### src/rtl/mem_arbiter.sv
// mem_arbiter: round-robin arbiter between instruction fetch and data access to one fixed-latency RAM port
//   clk, reset (sync, active-low)
//   i_req/i_addr -> i_ack        : fetch requester
//   d_req/d_we/d_addr/d_wdata -> d_ack : load/store requester
//   rdata_o                      : read data for the acked requester, held until the next read
//   we_o/addr_o/data_o, data_i   : RAM port, read data valid LAT cycles after the address
//   busy_o                       : transaction in progress
module mem_arbiter #(
  parameter int LAT = 1
) (
  input  logic        clk,
  input  logic        reset,
  input  logic        i_req,
  input  logic [31:0] i_addr,
  output logic        i_ack,
  input  logic        d_req,
  input  logic        d_we,
  input  logic [31:0] d_addr,
  input  logic [31:0] d_wdata,
  output logic        d_ack,
  output logic [31:0] rdata_o,
  output logic        we_o,
  output logic [31:0] addr_o,
  output logic [31:0] data_o,
  input  logic [31:0] data_i,
  output logic        busy_o
);
  typedef enum logic [1:0] {IDLE, ACCESS, WAIT, RESP} state_t;
  state_t state_q, state_d;
  logic grant_q, grant_d;
  logic [3:0] cnt_q, cnt_d;
  logic i_ack_q, i_ack_d, d_ack_q, d_ack_d, we_q, we_d, busy_q, busy_d;
  logic [31:0] addr_q, addr_d, data_q, data_d, rdata_q, rdata_d;
  logic win_d;
  // grant_q doubles as last_grant (1 = data); data wins unless fetch also asks and data won last time
  assign win_d = d_req & (~i_req | ~grant_q);
  // the ACCESS-cycle bus registers are the latch for the granted request
  always_comb begin
    state_d = state_q;
    grant_d = grant_q;
    cnt_d = cnt_q;
    rdata_d = rdata_q;
    addr_d = '0;
    data_d = '0;
    we_d = 1'b0;
    case (state_q)
      IDLE: if (i_req | d_req) begin
        state_d = ACCESS;
        grant_d = win_d;
        addr_d = win_d ? d_addr : i_addr;
        data_d = win_d ? d_wdata : '0;
        we_d = win_d & d_we;
      end
      ACCESS: begin
        state_d = we_q ? RESP : WAIT;
        cnt_d = we_q ? cnt_q : LAT[3:0];
      end
      WAIT: begin
        cnt_d = cnt_q - 4'd1;
        state_d = (cnt_q == 4'd1) ? RESP : WAIT;
        rdata_d = (cnt_q == 4'd1) ? data_i : rdata_q;
      end
      default: state_d = IDLE;
    endcase
    // RESP is only ever entered for a single cycle, so entering it is the ack
    i_ack_d = (state_d == RESP) & ~grant_q;
    d_ack_d = (state_d == RESP) & grant_q;
    busy_d = state_d != IDLE;
  end
  always_ff @(posedge clk) begin
    if (!reset) begin
      state_q <= IDLE;
      grant_q <= 1'b1;
      cnt_q <= '0;
      i_ack_q <= 1'b0;
      d_ack_q <= 1'b0;
      we_q <= 1'b0;
      busy_q <= 1'b0;
      addr_q <= '0;
      data_q <= '0;
      rdata_q <= '0;
    end else begin
      state_q <= state_d;
      grant_q <= grant_d;
      cnt_q <= cnt_d;
      i_ack_q <= i_ack_d;
      d_ack_q <= d_ack_d;
      we_q <= we_d;
      busy_q <= busy_d;
      addr_q <= addr_d;
      data_q <= data_d;
      rdata_q <= rdata_d;
    end
  end
  assign i_ack = i_ack_q;
  assign d_ack = d_ack_q;
  assign we_o = we_q;
  assign busy_o = busy_q;
  assign addr_o = addr_q;
  assign data_o = data_q;
  assign rdata_o = rdata_q;
endmodule

### config.mk
export PLATFORM = sky130hd
export DESIGN_NAME = mem_arbiter
export DESIGN_NICKNAME = d
export VERILOG_FILES = /design/src/rtl/mem_arbiter.sv
export SDC_FILE = /design/constraint.sdc
export NUM_CORES = 1
export LEC_CHECK = 0
export ABC_AREA = 0
export ABC_CLOCK_PERIOD_IN_PS = 2200
export CAP_MARGIN = 0
export CORE_ASPECT_RATIO = 1.1
export CORE_MARGIN = 10
export CORE_UTILIZATION = 39
export DETAILED_ROUTE_END_ITERATION = 8
export PLACE_DENSITY = 0.85
export REMOVE_ABC_BUFFERS = 1
export SLEW_MARGIN = 30
export SYNTH_ARGS = -nofsm -noshare
export SYNTH_HDL_FRONTEND = slang
export SYNTH_SLANG_ARGS = --single-unit
### constraint.sdc
create_clock -name clk -period 2.2 [get_ports clk]
set_input_delay 0.33 -clock clk [delete_from_list [all_inputs] [get_ports clk]]
set_output_delay 0.33 -clock clk [all_outputs]
set_load 0.005 [all_outputs]
Word level (Yosys, flattened, before mapping)
Index checks and enable logic that the tools add are counted.

Register bits: 107. Input port bits: 133. Output and inout port bits: 100. Word-level logic and storage cells: 39.

Add/sub/neg operators: 1. Eq/ne operators: 5. Mux-type cells: 7. Bitwise operators: 8. Reductions and logical operators: 8.

Operators with widths (count): two-way mux 32 bit (1); one-hot mux 4 bit (2 select lines) (1); one-hot mux 2 bit (3 select lines) (1); AND reduction 2 bit (3); AND 1 bit (4); == test 2 bit, second input constant (2); == test 4 x 1 -> 1 bit, second input constant (1); two-way mux 4 bit (1); AND reduction 4 bit (1); nonzero test 2 bit (2); subtractor 4 x 1 -> 4 bit, second input constant (1); AND reduction 3 bit (1); == test 2 x 1 -> 1 bit, second input constant (1); zero test 2 bit (1); two-way mux 1 bit (2); two-way mux 2 bit (1); inequality test 2 bit, second input constant (1); NOT 1 bit (2); OR 1 bit (2).

Depth between registers and ports, before layout
Word-level depth: 5. Gate-level depth with buffers: 7. Depth with buffers taken out: 5.

Worst setup path before layout
No wires, ideal clock.

Path type: flip-flop to flip-flop. Start: register state_q[0]. End: register rdata_q[10], in the netlist rdata_o[10]. Library setup time: 122 ps. Arrival: 1249 ps. Slack: 829 ps. Cell stages (with the launch flop): 8. Path buffers: 2. Path through: dfxtp_1 > inv_1 > ha_1 > and4bb_1 > buf_4 > buf_6 > nand2_1 > a21boi_0.

Longest elaborated chain between the ends: 2.

RTL lines: start, declared (RTL line 29) `state_t state_q, state_d;`; start signal, assigned (RTL line 83) `state_q <= state_d;`; == test 2 bit (RTL line 46) `case (state_q)`; AND reduction 2 bit (no line); end signal, assigned (RTL line 92) `rdata_q <= rdata_d;`; end, declared (RTL line 33) `logic [31:0] addr_q, addr_d, data_q, data_d, rdata_q, rdata_d;`.

No other way between the ends. A chain may end at the register's enable or synchronous reset.

Worst setup path after layout
Start: register state_q[0]. End: register rdata_q[21], in the netlist rdata_o[21].

The elaborated chain is that of the path after synthesis.

==> results.md <==
* Clk sinks at roughly 110
* Cell-by-cell trace of the critical path: inv_1 -> ha_1 -> nand4bb_1 -> buf_4 -> nand2_1 -> a21boi_1
* Vias per inst at 4.650
* Startpoint type of the worst setup path: flop
* Worst min path class: reg2reg
* Total global routing track utilization at 0.1741
* Critical Path RT at about 2500 ps
* RSZ-0062 raised after global routing: false
* Status: finished, final reports clean
* Area post-placement at approximately 0.0061 mm2
* Post-synth ARST share at 0
* Die height at 122.4 um
* Post-synth EDFFs at 0
* Total grt overflow at 0
* Fin crit period at between 1500 and 2000 ps
* Share of the synthesized area in the top cell type at 0.5757
* Routed Antenna Nets at 0
* Lkg Pwr at 2.394 nW
* Final Max Tran Viols at 0
* Total CTS buffers at 9
* Most frequent cells after synthesis: 132 x nand2_1, 107 x dfxtp_1, 36 x and2_1
* Synthesized area per cell at 9.188 um2
* MaxCap Viol Count at 0
* Final hold slack at roughly 460 ps
* Nets@finish at 769
* Setup Viol. Count Final at 0
* Fillers at 743
* Layout cells sized above 1 at 0.04252
* Antenna cell count at 0
* Vias at around 3500
* Fin. Hold Viols at 0
* Final Cycle Share at 0.7455
* First-pass DRT Iterations at 4
* Port buffer count at about 230
* Post-synthesis sequential area ratio at 0.5757
* FMAX at between 600 and 700 MHz
* Clock transition at path regs at ~100 ps
* CP endpoint kind: flop
* Setup TNS Final at 0 ps
* CTS tree: done
* Drt wl/cell at around 17 um
* Worst skew pair latency at roughly 360 ps
* Worst path bufs/invs at 2
* Initial antenna violation count at 0
* Synth unique cells at 32
* Core footprint at between 0.009 and 0.01 mm2
* Worst vdd ir at between 0.0004 and 0.0005 V
* Top-level port count at 233
* CP arrival at approximately 1900 ps
* Max_slew headroom at 0.6736
* Final instance area at roughly 0.0063 mm2
* Num rows at 37
* DIE AREA at around 0.014 mm2
* Highest cell delay on the worst timing path at around 410 ps
* Clock Skew at roughly 14 ps
* First-pass GRT wire length at 19190 um
* H-tree Lvls at 3
* # Post-CTS Setup Buffers at 0
* Synth Instances at just over 400
* Post-cts sizing count at 0
* CP top delay family: buffers and inverters
* Number of global-route vias before repair at around 3600
* Gpl congestion at roughly 0.75
* Initial Util at 0.3979
* Actual slew at the worst max-slew pin at ~500 ps
* Clock Path Buffers at 2
* Area Growth Syn to Fin at 69.44%
* Remaining DRCs at 0
* Mapped Area at 0.003721 mm2
* CTS root buf: clkbuf_8
* Yosys warning total at 0
* Critical path's slowest cell: dfxtp_1
* Kind of critical path: reg2reg
* Seq cells post-synth at approximately 110
* HPWL after DPL at approximately 10000 um
* Cell Pwr Density at between 700 and 800 mW/mm2
* Pwr Total at between 4 and 5 mW
* Post-synth top area cell: dfxtp_1
* Most common cell in the netlist: nand2_1
* Synth area leaders: dfxtp_1 58%, nand2_1 13%, and2_1 6.1%, a21boi_1 5.4%, a21oi_1 4.7%
* Die Width at ~110 um
* CP Max Fanout at 32
* Dominant synthesized flop cell: dfxtp_1
* Hold buffers post-CTS at 0
* Largest net degree at the start of global routing at 34
* WL final at around 13000 um
* Initial drt markers at 120
-- state kept, by name, indices dropped and copies added (netlist names) --
| signal | count |
|---|---|
| state_q | 2 |
| rdata_o | 32 |
| addr_o | 32 |
| i_ack | 1 |
| d_ack | 1 |
| grant_q | 1 |
| busy_o | 1 |
| cnt_q | 4 |
| data_o | 32 |
| we_o | 1 |
-- per-layer routing --
metal / wire [um] / vias to the layer above / track usage
li1: - / 1745 / -
met4: 110 / 0 / 0.04683
met5: 0 / - / 0
met1: 4632 / 1574 / 0.1691
met2: 6313 / 169 / 0.3087
met3: 1676 / 9 / 0.1025
-- worst paths after layout --
path	from	to	slack, ps	cells past startpoint
max	state_q[0]	rdata_o[21]	560	6
min	rdata_o[17]	rdata_o[17]	460	2
max reg2reg	state_q[0]	rdata_o[21]	560	6
min reg2reg	rdata_o[17]	rdata_o[17]	460	2
-- placed cells by master (no fill, tap or decap) --
cell type          n
a21oi_1           35
a31oi_2            1
clkinvlp_4         1
ha_1               6
o22ai_1            1
and2_1            36
nand2_1          132
and4bb_1           1
nor3_1             2
nand4_1            1
a21boi_0           6
nand4bb_1          1
inv_6              1
nand3_1            1
inv_1              4
a21boi_2           1
clkinv_4           3
nor2_1             2
a21bo_2            1
o221ai_1           1
and3b_1            1
clkdlybuf4s50_1  232
inv_8              1
o21ai_0            2
nand3b_1           1
o21a_1             2
o211ai_1           1
clkbuf_8           9
bufinv_16          1
o31ai_1            1
dfxtp_1          107
a21boi_1          27
and3_4             1
and3_1             2
buf_4              7
nor2b_1            3
-- cells by family after synthesis --
family | share of synthesized area
adders and majority gates | 0.02017
buffers and inverters | 0.04304
and+or+nand+nor | 0.2236
DFF | 0.5757
AOI/OAI and AO/OA | 0.1375
-- where the power goes --
part           leakage (nW)  internal, mW  switching, mW  total [mW]
Clock                 0.102         0.545          0.683        1.23
Combinational          1.42         0.729          0.532        1.26
Sequential            0.870          2.16          0.102        2.26
Total                  2.39          3.43           1.32        4.75
-- layout make-up --
class,count,area (um2),area share
Timing Repair Buffer,239,2375,0.3767
Sequential cell,107,2142,0.3397
Multi-Input combinational cell,269,1419,0.2250
Tap cell,117,146.4,0.02322
Clock buffer,9,123.9,0.01965
Clock inverter,7,83.83,0.01330
Inverter,4,15.01,0.002381
-- stage by stage --
| stage | util | instances | worst slack (ps) |
|---|---|---|---|
| 6_report | 0.6742 | 752 | 559.9 |
| 5_1_grt | 0.6742 | 752 | 389.3 |
| 4_1_cts | 0.6742 | 752 | 532.6 |
| 3_5_place_dp | 0.6520 | 736 | 381.7 |
| 3_3_place_gp | 0.6520 | 736 | 432.0 |
| 2_1_floorplan | - | 380 | 106.1 |
-- worst reg2reg max path, cell delays in order, from the launching register on --
cell	delay, ps
dfxtp_1	410
inv_1	90
ha_1	300
nand4bb_1	180
buf_4	330
nand2_1	110
a21boi_1	170
No activity file was read; power rests on OpenSTA's default activity.
